**src/rtl/inv_mixcol_seq_if.sv**
```systemverilog
// Handshake bundle for inv_mixcol_seq: input/output streams, flush and status.
// The mode bit exists only when IMC_FWD_EN is defined.
interface inv_mixcol_seq_if;
  logic         in_valid;
  logic         in_ready;
  logic [127:0] in_data;
  logic         out_valid;
  logic         out_ready;
  logic [127:0] out_data;
  logic         flush;
  logic         busy;
`ifdef IMC_FWD_EN
  logic         mode;
`endif

  modport master (
    output in_valid, in_data, out_ready, flush,
`ifdef IMC_FWD_EN
    output mode,
`endif
    input  in_ready, out_valid, out_data, busy
  );

  modport slave (
    input  in_valid, in_data, out_ready, flush,
`ifdef IMC_FWD_EN
    input  mode,
`endif
    output in_ready, out_valid, out_data, busy
  );
endinterface

```
**src/rtl/inv_mixcol_seq.sv**
```systemverilog
// Sequential AES InvMixColumns: one column per cycle, fixed 4-cycle latency.
// Optional macro IMC_FWD_EN adds a latched mode bit selecting forward MixColumns.

module imc_col (
  input  logic [31:0] col,
`ifdef IMC_FWD_EN
  input  logic        fwd,
`endif
  output logic [31:0] res
);
  function automatic logic [7:0] xt(input logic [7:0] b);
    return {b[6:0], 1'b0} ^ (b[7] ? 8'h1b : 8'h00);
  endfunction
  function automatic logic [7:0] m9(input logic [7:0] b);
    return xt(xt(xt(b))) ^ b;
  endfunction
  function automatic logic [7:0] m11(input logic [7:0] b);
    return xt(xt(xt(b)) ^ b) ^ b;
  endfunction
  function automatic logic [7:0] m13(input logic [7:0] b);
    return xt(xt(xt(b) ^ b)) ^ b;
  endfunction
  function automatic logic [7:0] m14(input logic [7:0] b);
    return xt(xt(xt(b) ^ b) ^ b);
  endfunction

  // a[k] is row k; row 0 sits at the MSB of the column word
  logic [7:0] a [4];
  always_comb begin
    for (int k = 0; k < 4; k++) a[k] = col[31-8*k -: 8];
  end

  for (genvar i = 0; i < 4; i++) begin : g_row
    localparam int J1 = (i + 1) % 4;
    localparam int J2 = (i + 2) % 4;
    localparam int J3 = (i + 3) % 4;
    logic [7:0] inv_b;
    assign inv_b = m14(a[i]) ^ m11(a[J1]) ^ m13(a[J2]) ^ m9(a[J3]);
`ifdef IMC_FWD_EN
    logic [7:0] fwd_b;
    assign fwd_b = xt(a[i]) ^ xt(a[J1]) ^ a[J1] ^ a[J2] ^ a[J3];
    assign res[31-8*i -: 8] = fwd ? fwd_b : inv_b;
`else
    assign res[31-8*i -: 8] = inv_b;
`endif
  end
endmodule

module inv_mixcol_seq (
  input  logic             clk,
  input  logic             rst_n,
  inv_mixcol_seq_if.slave  bus
);
  typedef enum logic [1:0] {IDLE, CALC, DONE} state_t;

  state_t              state, state_n;
  logic [1:0]          col_cnt;
  // data[3] is column 0, so column c lives at data[~c]
  logic [3:0][31:0]    data;
  logic [31:0]         cur_col, new_col;
  logic                accept, step;
`ifdef IMC_FWD_EN
  logic                mode_q;
`endif

  assign cur_col = data[~col_cnt];

  imc_col u_col (
    .col (cur_col),
`ifdef IMC_FWD_EN
    .fwd (mode_q),
`endif
    .res (new_col)
  );

  always_ff @(posedge clk or negedge rst_n) begin
    if (!rst_n) state <= IDLE;
    else        state <= state_n;
  end

  always_comb begin
    state_n = state;
    accept  = 1'b0;
    step    = 1'b0;
    if (bus.flush) begin
      state_n = IDLE;
    end else begin
      case (state)
        IDLE: if (bus.in_valid) begin
          accept  = 1'b1;
          state_n = CALC;
        end
        CALC: begin
          step = 1'b1;
          if (col_cnt == 2'd3) state_n = DONE;
        end
        DONE: if (bus.out_ready) state_n = IDLE;
        default: state_n = IDLE;
      endcase
    end
  end

  always_ff @(posedge clk or negedge rst_n) begin
    if (!rst_n) begin
      data    <= '0;
      col_cnt <= 2'd0;
`ifdef IMC_FWD_EN
      mode_q  <= 1'b0;
`endif
    end else if (bus.flush) begin
      data    <= '0;
      col_cnt <= 2'd0;
    end else if (accept) begin
      data    <= bus.in_data;
      col_cnt <= 2'd0;
`ifdef IMC_FWD_EN
      mode_q  <= bus.mode;
`endif
    end else if (step) begin
      data[~col_cnt] <= new_col;
      col_cnt        <= col_cnt + 2'd1;
    end
  end

  assign bus.in_ready  = (state == IDLE);
  assign bus.busy      = (state != IDLE);
  assign bus.out_valid = (state == DONE);
  assign bus.out_data  = data;
endmodule

```
**src/flat_wrapper.sv**
```systemverilog
// flat-port wrapper written by rule: the top's interface ports become plain ports
module inv_mixcol_seq_flat 
  (clk, rst_n, bus_in_valid, bus_in_data, bus_out_ready, bus_flush, bus_in_ready, bus_out_valid, bus_out_data, bus_busy);
  inv_mixcol_seq_if bus_i ();
  input  logic clk;
  input  logic rst_n;
  input wire logic [$bits(bus_i.in_valid)-1:0] bus_in_valid;
  input wire logic [$bits(bus_i.in_data)-1:0] bus_in_data;
  input wire logic [$bits(bus_i.out_ready)-1:0] bus_out_ready;
  input wire logic [$bits(bus_i.flush)-1:0] bus_flush;
  output wire logic [$bits(bus_i.in_ready)-1:0] bus_in_ready;
  output wire logic [$bits(bus_i.out_valid)-1:0] bus_out_valid;
  output wire logic [$bits(bus_i.out_data)-1:0] bus_out_data;
  output wire logic [$bits(bus_i.busy)-1:0] bus_busy;
  assign bus_i.in_valid = bus_in_valid;
  assign bus_i.in_data = bus_in_data;
  assign bus_i.out_ready = bus_out_ready;
  assign bus_i.flush = bus_flush;
  assign bus_in_ready = bus_i.in_ready;
  assign bus_out_valid = bus_i.out_valid;
  assign bus_out_data = bus_i.out_data;
  assign bus_busy = bus_i.busy;
  inv_mixcol_seq u_core (.clk(clk), .rst_n(rst_n), .bus(bus_i));
endmodule
```
**config.mk**
```make
export PLATFORM = sky130hd
export DESIGN_NAME = inv_mixcol_seq_flat
export DESIGN_NICKNAME = d
export VERILOG_FILES = /design/src/rtl/inv_mixcol_seq_if.sv /design/src/rtl/inv_mixcol_seq.sv /design/src/flat_wrapper.sv
export SDC_FILE = /design/constraint.sdc
export NUM_CORES = 1
export LEC_CHECK = 0
export CORE_ASPECT_RATIO = 0.6
export CORE_MARGIN = 10
export CORE_UTILIZATION = 48
export DETAILED_ROUTE_END_ITERATION = 8
export PLACE_DENSITY = 0.94
export SLEW_MARGIN = 25
export SYNTH_ARGS = -nofsm -noshare
export SYNTH_HDL_FRONTEND = slang
export SYNTH_SLANG_ARGS = --single-unit
```
**constraint.sdc**
```tcl
create_clock -name clk -period 3.8 [get_ports clk]
set_input_delay 0.76 -clock clk [delete_from_list [all_inputs] [get_ports clk]]
set_output_delay 0.76 -clock clk [all_outputs]
set_load 0.02 [all_outputs]
```
==> metrics.md <==
| Metric | Value |
|---|---|
| Clock Skew | `0.0117 ns` |
| Placed cells | `~1200` |
| Row count | `37` |
| Top cell type's share of synthesized area | `roughly two fifths` |
| H-tree levels | `4` |
| # DRC | `0` |
| Fraction of registers with async set/reset | `100%` |
| Outcome | `completed` |
| CP max FO | `21` |
| Post-route insts no fill | `~1200` |
| Net count, final | `roughly 1100` |
| Die H | `between 100 and 150 um` |
| Slew margin rel. | `40.1%` |
| CP Data Arrival Time | `between 3 and 4 ns` |
| Mapped Area | `8610 um2` |
| Synth cell types | `34` |
| Input/output buffers | `about 260` |
| RR Startpoint | `u_core.col_cnt[0]` |
| Area Growth Syn to Fin | `40.3%` |
| Die Area | `approximately 24000 um2` |
| Post-synthesis adder-cell area fraction | `less than 1%` |
| Hold/Removal Path Class | `primary input to asynchronous set/reset pin` |
| CTS max path bufs | `2` |
| Post-route design area | `between 10000 and 15000 um2` |
| Mapped Cells | `between 700 and 800` |
| Worst slack at placement | `around 0.43 ns` |
| Post-DR vias/cell | `between 6 and 7` |
| RR Endpoint | `u_core.bus.out_data[67]` |
| WP data required | `between 4 and 5 ns` |
| Fin crit share | `about nine tenths` |
| Cell Pwr Density | `~1200 nW/um2` |
| Compound-gate portion of the synthesized area | `between 10% and 20%` |
| Lkg Pwr | `just under 5 nW` |
| Core Region | `17400 um2` |
| Routed Antenna Nets | `0` |
| Vias in the first global route | `about 8200` |
| Gpl congestion | `1.08` |
| Hpwl dp | `roughly 26000 um` |
| Setup Crit Path Kind | `register to register` |
| Pins over their slew limit | `0` |
| Drt pass-1 iters | `6` |
| CTS Hold Bufs | `0` |
| Post-placement cell area | `11500 um2` |
| Fraction of layout cells with a size suffix above 1 | `approximately a tenth` |
| Post-CTS sizing | `0` |
| Max_cap viols | `0` |
| Die Wd | `around 190 um` |
| Final hold slack | `around 0.45 ns` |
| # Post-CTS Setup Buffers | `0` |
| Final worst slack | `between 0.3 and 0.4 ns` |
| Largest family of logic cells by synthesized area | `XOR/XNOR gates` |
| RSZ-0062 raised after global routing | `no` |
| Total Power | `between 10 and 15 mW` |
| Number of enable flip-flop cells after synthesis | `0` |
| CTS tree | `done` |
| Diode count | `0` |
| Final Hold Viols | `0` |
| Initial antenna violation count | `1` |
| Buffers and inverters on the worst path | `1` |
| Routed WL | `around 34000 um` |
| All-layer global routing usage | `28.5%` |
| Most Frequent Cell on Critical Path | `xnor2_1` |
| Overflow after GRT | `0` |
| I/O pins | `about 260` |
| Reg2reg path depth | `7` |
| Multiplexer share of the synthesized area | `roughly 8.4%` |
| Total number of vias | `around 8000` |
| Simple-Gate Fraction of Synth Area | `about 2.8%` |
| R2R Setup Slk | `between 0.3 and 0.4 ns` |
| Yosys warns | `0` |
| Critical-path top delay cell | `mux4_2` |
| First-pass GRT wire length | `51300 um` |
| Largest net degree at the start of global routing | `between 90 and 100` |
| CP Cell Sequence | `buf_12, mux4_2, xnor2_2, xnor3_1, xnor2_1, xnor2_1, o21ai_1` |
| Core Util, Final | `between 60 and 70%` |
| Setup_tns | `0 ns` |
| Synth Register Bits | `132` |
| Routed WL per cell | `27.7 um` |
| Synth Net Count | `a little under 900` |
| Crit-path max cell delay | `about 0.7 ns` |
| Synth top area cells | `dfrtp_1 (38%), xnor2_1 (11%), a22oi_1 (8.8%)` |
| Clock sinks | `around 130` |
| Cts bufs inserted | `17` |
| Synth area leader | `dfrtp_1` |
| Primary FF master, synth | `dfrtp_1` |
| CP Launch Type | `register` |
| Seq/Total Area, Yosys | `between 30% and 40%` |
| Iter 0 DRT Violations | `966` |
| Peak VDD IR | `just under 1000 uV` |
| Xor/xnor share of the synthesized area | `a little over a quarter` |
| Worst-Margin Slew | `around 0.9 ns` |
| CTS root buf | `clkbuf_16` |
| Clock-pin transition on the worst setup and hold timing paths | `about 0.07 ns` |
| Clk_lat worst skew | `between 0.4 and 0.5 ns` |
| Worst Setup End Kind | `register` |
| Crit-path leading delay family | `XOR/XNOR gates` |
| FMAX | `between 200 and 300 MHz` |
| Min Tclk post-route | `~3.4 ns` |
| Setup-failing EPs final | `0` |
| Initial core utilization | `between 40% and 50%` |
| Avg Inst Size Synth | `between 10 and 15 um2` |
[kinds of logic (layout without fill, tap and decap cells)]
group / after synthesis / after routing
simple gates: 60 / 60
buf+inv: 63 / 320
xor+xnor: 184 / 184
mux: 32 / 32
flops: 132 / 132
compound gates: 266 / 266
fa+ha+maj: 4 / 4
[synth_stat cells, drive strengths merged (9+ instances only)]
library cell / n
clkbuf: 38
buf: 20
nor2: 11
nand2: 40
o21ai: 129
a22o: 27
dfrtp: 132
xnor2: 117
xor2: 26
a22oi: 101
xnor3: 32
mux4: 32
xor3: 9
[cell type report]
| class | count | area [um2] |
|---|---|---|
| clock buffers | 18 | 429 |
| flip-flops and latches | 132 | 3310 |
| well taps | 234 | 293 |
| inverters | 5 | 18.8 |
| fillers | 1250 | 5290 |
| repair buffers | 284 | 2830 |
| multi-input cells | 546 | 5050 |
| clock inverters | 13 | 149 |
[metal layers]
| layer | global-route usage (%) | vias up | part of all wire [%] |
|---|---|---|---|
| met3 | 11.1 | 58 | 15 |
| met4 | 6.65 | 2 | 1.4 |
| li1 | - | 3234 | - |
| met2 | 43.1 | 654 | 44 |
| met5 | 0 | - | 0.038 |
| met1 | 38.0 | 3845 | 39 |
[power by group]
group / internal, mW / switching (mW)
Combinational: 4.49 / 6.39
Clock: 0.974 / 0.679
Sequential: 1.68 / 0.267
[flip-flops by register name, indices dropped and copies added (netlist names)]
signal	flops
u_core.bus.out_data	128
u_core.state	2
u_core.col_cnt	2
[worst max-delay path by stage]
stage	from	endpoint	slack, ns	cells after the start
floorplan	u_core.col_cnt[0]	u_core.bus.out_data[13]	0.89	8
global placement	u_core.col_cnt[0]	u_core.bus.out_data[67]	0.53	7
detailed placement	u_core.col_cnt[0]	u_core.bus.out_data[67]	0.43	7
CTS	u_core.col_cnt[0]	u_core.bus.out_data[67]	0.43	7
global route	u_core.col_cnt[0]	u_core.bus.out_data[67]	0.30	7
finish	u_core.col_cnt[0]	u_core.bus.out_data[67]	0.39	7
[layout by cell type (no fill, tap or decap), types with 2 or more instances in the layout]
cell / synthesis / routed
dfrtp_2: 0 / 2
buf_12: 0 / 3
a22oi_1: 101 / 101
clkinv_4: 0 / 2
nor2_1: 11 / 7
xnor2_2: 9 / 9
a22o_1: 27 / 27
o21ai_0: 6 / 6
xnor2_4: 2 / 2
nor2_4: 0 / 4
xnor3_2: 2 / 2
xor3_1: 8 / 8
buf_4: 1 / 18
clkbuf_16: 0 / 17
ha_1: 4 / 4
inv_1: 5 / 5
xnor3_1: 30 / 30
dfrtp_1: 132 / 130
nor2b_1: 2 / 2
inv_6: 0 / 5
xnor2_1: 106 / 106
nand2_1: 40 / 40
clkinvlp_4: 0 / 3
bufinv_16: 0 / 2
a21oi_1: 6 / 6
clkdlybuf4s50_1: 0 / 262
xor2_1: 25 / 25
and2_1: 2 / 2
mux4_2: 32 / 32
nor3_1: 2 / 2
o21ai_1: 123 / 123
Note: power is estimated with default switching activity, not from simulation.
